===== src/rtl/apb_scan_controller_if.sv =====
// APB3 bus bundle between the host and the scan controller front-end.
// The master modport belongs to the bus driver; the slave modport belongs to the controller.
interface apb_scan_controller_if #(
  parameter int Amba_Word       = 24,
  parameter int Amba_Addr_Depth = 12
) ();
  logic                       PSEL;
  logic                       PENABLE;
  logic                       PWRITE;
  logic [Amba_Addr_Depth-1:0] PADDR;
  logic [Amba_Word-1:0]       PWDATA;
  logic [Amba_Word-1:0]       PRDATA;
  logic                       PREADY;
  logic                       PSLVERR;

  modport master (
    output PSEL, PENABLE, PWRITE, PADDR, PWDATA,
    input  PRDATA, PREADY, PSLVERR
  );

  modport slave (
    input  PSEL, PENABLE, PWRITE, PADDR, PWDATA,
    output PRDATA, PREADY, PSLVERR
  );
endinterface


===== src/rtl/apb_scan_controller.sv =====
// APB3 front-end of the cat recognizer: CTRL/STATUS registers, pixel access, and the
// pixel/weight address scan that feeds the neuron calculator.
module apb_scan_controller #(
  parameter int Amba_Word       = 24,
  parameter int Amba_Addr_Depth = 12,
  parameter int Num_Pixels      = 1024
) (
  input  logic                       clk,
  input  logic                       rst,
  apb_scan_controller_if.slave       apb,
  output logic                       mem_we,
  output logic                       mem_re,
  output logic [Amba_Addr_Depth-1:0] mem_addr,
  output logic [Amba_Word-1:0]       mem_wdata,
  input  logic [Amba_Word-1:0]       mem_rdata,
  output logic                       calc_clear,
  output logic                       calc_valid,
  output logic                       calc_last,
  input  logic                       calc_done,
  input  logic                       calc_result,
  output logic [1:0]                 dbg_apb_state,
  output logic [2:0]                 dbg_scan_state
);
  localparam logic [Amba_Addr_Depth-1:0] PixBase = Amba_Addr_Depth'(2);
  localparam logic [Amba_Addr_Depth-1:0] PixLast = Amba_Addr_Depth'(Num_Pixels + 1);
  localparam logic [Amba_Addr_Depth-1:0] CntLast = Amba_Addr_Depth'(Num_Pixels - 1);

  // The bus setup phase is decoded while in A_IDLE, so A_ACC is the first access cycle.
  typedef enum logic [1:0] {A_IDLE, A_ACC, A_RDW} apb_state_e;
  typedef enum logic [2:0] {S_IDLE, S_CLR, S_SCAN, S_FLUSH, S_WAIT} scan_state_e;

  apb_state_e                 apb_q, apb_d;
  scan_state_e                scan_q, scan_d;
  logic                       err_q, err_d;
  logic [Amba_Word-1:0]       prdata_q, prdata_d;
  logic [Amba_Addr_Depth-1:0] cnt_q, cnt_d;
  logic                       done_q, done_d;
  logic                       result_q, result_d;
  logic                       abort_clr_q, abort_clr_d;

  logic                 setup_phase, is_ctrl, is_stat, is_pix, busy;
  logic                 start_req, abort_req, bad_xfer;
  logic                 apb_rd_strobe, apb_wr_strobe, ctrl_wr, start_cmd, abort_cmd;
  logic [Amba_Word-1:0] status_word;

  assign setup_phase = apb.PSEL && !apb.PENABLE;
  assign is_ctrl     = (apb.PADDR == '0);
  assign is_stat     = (apb.PADDR == Amba_Addr_Depth'(1));
  assign is_pix      = (apb.PADDR >= PixBase) && (apb.PADDR <= PixLast);
  assign busy        = (scan_q != S_IDLE);
  assign start_req   = apb.PWDATA[0] && !apb.PWDATA[1];
  assign abort_req   = apb.PWDATA[1];
  assign status_word = {{(Amba_Word-3){1'b0}}, result_q, done_q, busy};

  // A start that carries the abort bit is an abort, so it is never a start-while-busy error.
  assign bad_xfer = !(is_ctrl || is_stat || is_pix)
                 || (is_pix && busy)
                 || (apb.PWRITE && is_ctrl && start_req && busy)
                 || (apb.PWRITE && is_stat);

  // APB holds PADDR/PWDATA stable across setup and access, so access-cycle decode is live.
  assign apb_rd_strobe = (apb_q == A_IDLE) && setup_phase && !apb.PWRITE && is_pix && !bad_xfer;
  assign apb_wr_strobe = (apb_q == A_ACC) && !err_q && apb.PWRITE && is_pix;
  assign ctrl_wr       = (apb_q == A_ACC) && !err_q && apb.PWRITE && is_ctrl;
  assign start_cmd     = ctrl_wr && start_req && !busy;
  assign abort_cmd     = ctrl_wr && abort_req && busy;

  always_comb begin
    apb_d    = apb_q;
    err_d    = err_q;
    prdata_d = '0;
    case (apb_q)
      A_IDLE: begin
        if (setup_phase) begin
          err_d = bad_xfer;
          if (!apb.PWRITE && !bad_xfer && is_pix) begin
            apb_d = A_RDW;
          end else begin
            apb_d = A_ACC;
            if (!apb.PWRITE && !bad_xfer && is_stat) prdata_d = status_word;
          end
        end
      end
      A_RDW: begin
        prdata_d = mem_rdata;
        apb_d    = A_ACC;
      end
      A_ACC:   apb_d = A_IDLE;
      default: apb_d = A_IDLE;
    endcase
  end

  always_comb begin
    scan_d      = scan_q;
    cnt_d       = cnt_q;
    done_d      = done_q;
    result_d    = result_q;
    abort_clr_d = 1'b0;
    if (abort_cmd) begin
      scan_d      = S_IDLE;
      cnt_d       = '0;
      done_d      = 1'b0;
      abort_clr_d = 1'b1;
    end else begin
      case (scan_q)
        S_IDLE: begin
          if (start_cmd) begin
            scan_d   = S_CLR;
            done_d   = 1'b0;
            result_d = 1'b0;
          end
        end
        S_CLR: begin
          cnt_d  = '0;
          scan_d = S_SCAN;
        end
        S_SCAN: begin
          if (cnt_q == CntLast) scan_d = S_FLUSH;
          else                  cnt_d  = cnt_q + Amba_Addr_Depth'(1);
        end
        // The calculator may answer in the same cycle as calc_last.
        S_FLUSH, S_WAIT: begin
          if (calc_done) begin
            result_d = calc_result;
            done_d   = 1'b1;
            scan_d   = S_IDLE;
          end else begin
            scan_d = S_WAIT;
          end
        end
        default: scan_d = S_IDLE;
      endcase
    end
  end

  always_ff @(posedge clk or negedge rst) begin
    if (!rst) begin
      apb_q       <= A_IDLE;
      scan_q      <= S_IDLE;
      err_q       <= 1'b0;
      prdata_q    <= '0;
      cnt_q       <= '0;
      done_q      <= 1'b0;
      result_q    <= 1'b0;
      abort_clr_q <= 1'b0;
    end else begin
      apb_q       <= apb_d;
      scan_q      <= scan_d;
      err_q       <= err_d;
      prdata_q    <= prdata_d;
      cnt_q       <= cnt_d;
      done_q      <= done_d;
      result_q    <= result_d;
      abort_clr_q <= abort_clr_d;
    end
  end

  always_comb begin
    mem_addr = '0;
    if (scan_q == S_SCAN)                    mem_addr = cnt_q;
    else if (apb_rd_strobe || apb_wr_strobe) mem_addr = apb.PADDR - PixBase;
  end

  assign mem_we     = apb_wr_strobe;
  assign mem_re     = (scan_q == S_SCAN) || apb_rd_strobe;
  assign mem_wdata  = apb_wr_strobe ? apb.PWDATA : '0;
  assign calc_clear = (scan_q == S_CLR) || abort_clr_q;
  assign calc_valid = ((scan_q == S_SCAN) && (cnt_q != '0)) || (scan_q == S_FLUSH);
  assign calc_last  = (scan_q == S_FLUSH);

  assign apb.PREADY  = (apb_q == A_ACC);
  assign apb.PSLVERR = (apb_q == A_ACC) && err_q;
  assign apb.PRDATA  = prdata_q;

  assign dbg_apb_state  = apb_q;
  assign dbg_scan_state = scan_q;
endmodule


===== src/flat_wrapper.sv =====
// flat-port wrapper written by rule: the top's interface ports become plain ports
module apb_scan_controller_flat 
#(
  parameter int Amba_Word       = 24,
  parameter int Amba_Addr_Depth = 12,
  parameter int Num_Pixels      = 1024
)
  (clk, rst, mem_we, mem_re, mem_addr, mem_wdata, mem_rdata, calc_clear, calc_valid, calc_last, calc_done, calc_result, dbg_apb_state, dbg_scan_state, apb_PSEL, apb_PENABLE, apb_PWRITE, apb_PADDR, apb_PWDATA, apb_PRDATA, apb_PREADY, apb_PSLVERR);
  apb_scan_controller_if #(.Amba_Word(Amba_Word), .Amba_Addr_Depth(Amba_Addr_Depth)) apb_i ();
  input  logic clk;
  input  logic rst;
  output logic mem_we;
  output logic mem_re;
  output logic [Amba_Addr_Depth-1:0] mem_addr;
  output logic [Amba_Word-1:0] mem_wdata;
  input  logic [Amba_Word-1:0] mem_rdata;
  output logic calc_clear;
  output logic calc_valid;
  output logic calc_last;
  input  logic calc_done;
  input  logic calc_result;
  output logic [1:0] dbg_apb_state;
  output logic [2:0] dbg_scan_state;
  input wire logic [$bits(apb_i.PSEL)-1:0] apb_PSEL;
  input wire logic [$bits(apb_i.PENABLE)-1:0] apb_PENABLE;
  input wire logic [$bits(apb_i.PWRITE)-1:0] apb_PWRITE;
  input wire logic [$bits(apb_i.PADDR)-1:0] apb_PADDR;
  input wire logic [$bits(apb_i.PWDATA)-1:0] apb_PWDATA;
  output wire logic [$bits(apb_i.PRDATA)-1:0] apb_PRDATA;
  output wire logic [$bits(apb_i.PREADY)-1:0] apb_PREADY;
  output wire logic [$bits(apb_i.PSLVERR)-1:0] apb_PSLVERR;
  assign apb_i.PSEL = apb_PSEL;
  assign apb_i.PENABLE = apb_PENABLE;
  assign apb_i.PWRITE = apb_PWRITE;
  assign apb_i.PADDR = apb_PADDR;
  assign apb_i.PWDATA = apb_PWDATA;
  assign apb_PRDATA = apb_i.PRDATA;
  assign apb_PREADY = apb_i.PREADY;
  assign apb_PSLVERR = apb_i.PSLVERR;
  apb_scan_controller #(.Amba_Word(Amba_Word), .Amba_Addr_Depth(Amba_Addr_Depth), .Num_Pixels(Num_Pixels)) u_core (.clk(clk), .rst(rst), .apb(apb_i), .mem_we(mem_we), .mem_re(mem_re), .mem_addr(mem_addr), .mem_wdata(mem_wdata), .mem_rdata(mem_rdata), .calc_clear(calc_clear), .calc_valid(calc_valid), .calc_last(calc_last), .calc_done(calc_done), .calc_result(calc_result), .dbg_apb_state(dbg_apb_state), .dbg_scan_state(dbg_scan_state));
endmodule

===== config.mk =====
export PLATFORM = sky130hd
export DESIGN_NAME = apb_scan_controller_flat
export DESIGN_NICKNAME = d
export VERILOG_FILES = /design/src/rtl/apb_scan_controller_if.sv /design/src/rtl/apb_scan_controller.sv /design/src/flat_wrapper.sv
export SDC_FILE = /design/constraint.sdc
export NUM_CORES = 1
export LEC_CHECK = 0
export BUFFER_PORTS_ARGS = -buffer_cell sky130_fd_sc_hd__buf_2
export CORE_ASPECT_RATIO = 0.6
export CORE_MARGIN = 8
export CORE_UTILIZATION = 33
export DETAILED_ROUTE_END_ITERATION = 16
export GPL_ROUTABILITY_DRIVEN = 0
export MAX_ROUTING_LAYER = met4
export PLACE_DENSITY = 0.7
export SETUP_SLACK_MARGIN = 0.5
export SYNTH_ARGS = -nofsm -noshare
export SYNTH_HDL_FRONTEND = slang
export SYNTH_SLANG_ARGS = --single-unit

===== constraint.sdc =====
create_clock -name clk -period 2.2 [get_ports clk]
set_clock_uncertainty 0.05 [all_clocks]
set_input_delay 0.22 -clock clk [delete_from_list [all_inputs] [get_ports clk]]
set_output_delay 0.22 -clock clk [all_outputs]
set_load 0.01 [all_outputs]

Word-level counts from Yosys, hierarchy flattened --
Cells that the tools add are included.
Storage, ports and cells: input port bits 67, output and inout port bits 72, register bits after elaboration 45, logic and storage cells 108
Operators by class: equality and inequality tests 15, add/sub/neg operators 2, $lt $le $gt $ge 2, muxes and demuxes 25, bitwise gates (word level) 1, reductions and logical operators 55
Operators with widths (count):
- $mux 24 | 3
- $mux 12 | 4
- $pmux 24 s2 | 1
- $logic_and 1x1->1 | 25
- $pmux 12 s2 | 1
- $mux 3 | 5
- $add 12x1->12 const B | 1
- $eq 12x1->1 const B | 1
- $eq 12x10->1 const B | 1
- $ge 12x2->1 const B | 1
- $le 12x11->1 const B | 1
- $logic_not 12->1 | 1
- $pmux 3 s4 | 1
- $reduce_bool 12->1 | 1
- $sub 12x2->12 const B | 1
- $logic_or 1x1->1 | 9
- $reduce_bool 3->1 | 3
- $logic_not 1->1 | 7
- $eq 3x2->1 const B | 2
- $ne 3x1->1 const B | 2
- $ne 3x2->1 const B | 2
- $reduce_and 2->1 | 3
- $mux 1 | 5
- $mux 2 | 2
- 15 further kinds | 17

Logic depth before layout (Yosys ltp) --
word-level depth 14, gate-level depth with buffers 7

Worst setup path after synthesis --
No wires, ideal clock.
path kind input port to output port, start in apb_PADDR[4], end out mem_addr[0], stages on the path 6, arrival time 2083 ps, setup slack -153 ps, path through or4_4 > or4_4 > mux2i_2 > a211o_1 > buf_4 > o22ai_1
Between the ends: longest elaborated chain between the ends 12, elaborated cells between the ends (all ways) 23
Ends and longest elaborated chain:
- start: declaration | line flat_wrapper.sv:27 | input wire logic [$bits(apb_i.PADDR)-1:0] apb_PADDR;
- $ge 12x2->1 (tied with other cells) | line apb_scan_controller.sv:49 | assign is_pix = (apb.PADDR >= PixBase) && (apb.PADDR <= PixLast);
- $logic_and 1x1->1 or $logic_or 1x1->1 (tied branches) | line apb_scan_controller.sv:49, apb_scan_controller.sv:56
- $logic_or 1x1->1 | line apb_scan_controller.sv:56 | assign bad_xfer = !(is_ctrl || is_stat || is_pix)
- $logic_not 1->1 | line apb_scan_controller.sv:56
- $logic_or 1x1->1 | line apb_scan_controller.sv:57 | || (is_pix && busy)
- $logic_or 1x1->1 | line apb_scan_controller.sv:58 | || (apb.PWRITE && is_ctrl && start_req && busy)
- $logic_or 1x1->1 | line apb_scan_controller.sv:59 | || (apb.PWRITE && is_stat);
- $logic_not 1->1 | line apb_scan_controller.sv:62 | assign apb_rd_strobe = (apb_q == A_IDLE) && setup_phase && !apb.PWRITE && is_pix && !bad_xfer;
- $logic_and 1x1->1 | line apb_scan_controller.sv:62
- $logic_or 1x1->1 (*) | line apb_scan_controller.sv:161 | else if (apb_rd_strobe || apb_wr_strobe) mem_addr = apb.PADDR - PixBase;
- $mux 12 (*) | line apb_scan_controller.sv:161
- $mux 12 (*) | line apb_scan_controller.sv:160 | if (scan_q == S_SCAN) mem_addr = cnt_q;
- end: declaration | line flat_wrapper.sv:14 | output logic [Amba_Addr_Depth-1:0] mem_addr;
Mark *: on every way between the ends. The rest lies on a longest branch, timed or not.

Worst setup path after layout --
start in apb_PADDR[4], end out mem_addr[4]
Between the ends: longest elaborated chain between the ends 12, elaborated cells between the ends (all ways) 24
Ends and longest elaborated chain (line):
- $ge 12x2->1 (tied with other cells) | apb_scan_controller.sv:49
- $logic_and 1x1->1 or $logic_or 1x1->1 (tied branches) | apb_scan_controller.sv:49, apb_scan_controller.sv:56
- $logic_or 1x1->1 | apb_scan_controller.sv:56
- $logic_not 1->1 | apb_scan_controller.sv:56
- $logic_or 1x1->1 | apb_scan_controller.sv:57
- $logic_or 1x1->1 | apb_scan_controller.sv:58
- $logic_or 1x1->1 | apb_scan_controller.sv:59
- $logic_not 1->1 | apb_scan_controller.sv:62
- $logic_and 1x1->1 | apb_scan_controller.sv:62
- $logic_or 1x1->1 | apb_scan_controller.sv:161
- $mux 12 (*) | apb_scan_controller.sv:161
- $mux 12 (*) | apb_scan_controller.sv:160
Marked as above.

==> impl_metrics.csv <==
group,metric,value,unit
sta,setup_ws,-0.3815,ns
critical_path,crit_family,"simple AND/OR/NAND/NOR gates",
yosys,synth-edff-count,0,
clock_tree,clock_tree.root_cell,"clkbuf_16",
grt,grt_util_met1,0.2242,
grt,gr-total-overflow,0,
clock_tree,cts.sinks,45,
clock_tree,clock_latency,0.28,ns
power_and_ir_drop,p_leak,2.409,nW
final_layout,fin_nets,548,
final_layout,fin_util,0.6104,
grt,grt_pass1_vias,3182,
grt,met3_usage,0.06068,
sta,fin_crit_sh,1.173,
floorplanning,ioPinCount,139,
critical_path,slowest_delay,0.53,ns
final_layout,drive_above_1_share,0.6347,
sta,tightestPinTransition,0.4722,ns
yosys,synth_area_per_cell,9.318,um2
detailed_routing,first_iter_violations,171,
critical_path,reg2regPathDepth,7,
clock_tree,htreeDepth,2,
critical_path,cp_cell_sequence,"buf_8 -> or4_4 -> or4_4 -> mux2i_4 -> a211o_4 -> buf_12 -> o21ai_4 -> buf_6",
final_layout,syn_to_final_growth,79.81,%
critical_path,crit_fanout,5,
critical_path,reg2reg_from,"u_core.dbg_apb_state[1]",
place,numPortBuffers,138,
yosys,syn_nets,356,
detailed_routing,num_vias,2988,
critical_path,worst-path-stages,8,
critical_path,arrival,2.31,ns
sta,fmax,0.3874,GHz
critical_path,cp.required,1.93,ns
detailed_routing,viasPerCell,5.090,
grt,grt_first_pass_wirelength,16.75,mm
yosys,syn-cell-area,2665,um2
final_layout,n_antenna_cell,0,
clock_tree,cts_tree,"done",
floorplanning,initial_core_util,0.3394,
grt,antenna_found_initial,0,
grt,grt_max_degree,46,
critical_path,path_buf_inv,3,
floorplanning,core_area,7851,um2
outcome,failed_checks,"negative setup slack",
detailed_routing,drc,0,
critical_path,crit_top_cell,"or4_4",
yosys,synth-async-reset-ratio,1.000,
final_layout,seq_area,1135,um2
yosys,syn_inst,286,
sta,slew_viol_final,0,
sta,setup_viol,38,
yosys,ys_ff_latch,45,
grt,grtUsageTotal,0.1867,
hold_path,hold_path_depth,2,
critical_path,r2r_setup_slack,0.22,ns
floorplanning,die_width,132.0,um
yosys,yosysSeqAreaShare,0.4225,
clock_tree,clockBufferDepth,2,
grt,grt_use_met2,0.2992,
clock_tree,cts_inserted_buffers,5,
yosys,synth.distinct_cells,53,
critical_path,cp-end-kind,"primary output",
final_layout,mostFrequentLayoutCell,"buf_2",
detailed_routing,post_drt_wl_per_cell,18.46,um
critical_path,r2r-end,"u_core.cnt_q[7]",
clock_tree,clk_pin_slew,0.06,ns
grt,grt-busiest-layer,"met2",
yosys,yosysWarningCount,0,
floorplanning,die_area,11300,um2
sta,finalSetupTns,-12.32,ns
sta,rsz0062_at_grt,"true",
hold_path,holdPathEnd,"u_core.apb.PRDATA[18]",
power_and_ir_drop,irDropWorstVdd,0.4536,mV
yosys,synth_flop_cell,"dfrtp_1",
flow_run,max_cap_violations,0,
critical_path,critPathKind,"in2out",
critical_path,start_kind,"input port",
place,dp_hpwl,7.674,mm
detailed_routing,wirelength,10.83,mm
detailed_routing,drtAntennaViolNets,0,
critical_path,crit_slowest_cell,"or4_4",
floorplanning,fp.dieH,85.61,um
hold_path,worstHoldStart,"mem_rdata[18]",
final_layout,multiInputGateArea,1842,um2
sta,hold-worst-slack,0.08592,ns
outcome,outcome,"complete, but fails checks",
sta,post-route-min-period,2.582,ns
final_layout,final_cell_mix,"buf_2 (108), buf_6 (41), buf_4 (39)",
power_and_ir_drop,powerDensity,843.6,nW/um2
sta,hold_viol_final,0,
floorplanning,row_count,25,
detailed_routing,drt_first_pass_iters,4,
hold_path,hold_path_class,"in2reg",
final_layout,fillers,636,
sta,relSlewSlack,0.6827,
==> cells by family after synthesis <==
logic type      after synthesis  share of synthesized area
flops                        45                     0.4225
simple gates                152                     0.3498
xor+xnor                      9                    0.02958
compound gates               48                     0.1249
buf+inv                      25                    0.04272
mux                           4                    0.01643
fa+ha+maj                     3                    0.01409
==> power breakdown <==
part / switching, mW / internal, mW
combinational: 1.09 / 0.992
sequential: 0.158 / 0.935
clock: 0.328 / 0.538
==> routing by layer <==
| metal | vias up | wire length [um] |
|---|---|---|
| li1 | 1392 | - |
| met1 | 1413 | 4502 |
| met2 | 165 | 5060 |
| met3 | 18 | 1071 |
| met4 | 0 | 200 |
| met5 | - | 0 |
==> worst register-to-register path: stages (launching register included) <==
cell and delay (ns):
dfrtp_1 0.39, buf_6 0.13, nand4bb_4 0.21, nor4b_4 0.35, buf_4 0.21, a21oi_4 0.09
and3_4 0.18, a221o_1 0.25
==> worst max-delay path by stage <==
stage / startpoint / endpoint / slack, ns
after global placement: apb_PADDR[4] / mem_addr[4] / -0.33
after CTS: apb_PADDR[4] / mem_addr[4] / -0.33
after global routing: apb_PADDR[4] / mem_addr[4] / -0.41
after detailed placement: apb_PADDR[4] / mem_addr[6] / -0.36
after floorplan: apb_PADDR[4] / mem_addr[4] / -0.11
final: apb_PADDR[4] / mem_addr[4] / -0.38
==> flip-flops by register name, indices dropped and copies added (netlist names) <==
register               cells
u_core.err_q               1
u_core.abort_clr_q         1
u_core.apb.PRDATA         24
u_core.cnt_q              12
u_core.result_q            1
u_core.done_q              1
u_core.dbg_apb_state       2
u_core.dbg_scan_state      3
==> cell usage after synthesis, drive strengths merged (5+ instances only) <==
| cell | n | area share |
|---|---|---|
| dfrtp | 45 | 0.42 |
| nand3 | 9 | 0.019 |
| nor2 | 19 | 0.028 |
| a21oi | 8 | 0.015 |
| and3 | 8 | 0.019 |
| a221o | 5 | 0.019 |
| nor3 | 11 | 0.021 |
| o21ai | 12 | 0.023 |
| and2 | 51 | 0.14 |
| xnor2 | 6 | 0.020 |
| inv | 13 | 0.018 |
| clkbuf | 8 | 0.011 |
| nand2 | 22 | 0.031 |
| nor2b | 7 | 0.016 |
==> metrics by stage <==
stage | worst slack (ns) | cells | power, mW | instance area (um2)
floorplan | -0.1125 | 286 | 1.877 | 2811
global placement | -0.3276 | 557 | 2.397 | 3872
detailed placement | -0.3588 | 557 | 2.442 | 3872
CTS | -0.3256 | 581 | 3.693 | 4589
global route | -0.4116 | 587 | 4.236 | 4792
finish | -0.3815 | 587 | 4.043 | 4792
==> final cells by class <==
| cell class | count | area share |
|---|---|---|
| clock buffers | 5 | 0.02611 |
| clock inverters | 3 | 0.009661 |
| inverters | 13 | 0.01488 |
| multi-input cells | 217 | 0.3843 |
| flip-flops and latches | 45 | 0.2368 |
| well taps | 108 | 0.02820 |
| repair buffers | 196 | 0.3000 |
==> timing repair <==
action                                 in CTS  in global routing
endpoints found under the hold margin      45                  0
resized for setup                          90                 40
cloned                                      2                  0
pin swaps                                  22                  5
buffers inserted                           13                  6
setup endpoints to repair                  64                 64
hold buffers                                1                  0
Power figures use the tool's default switching activity.
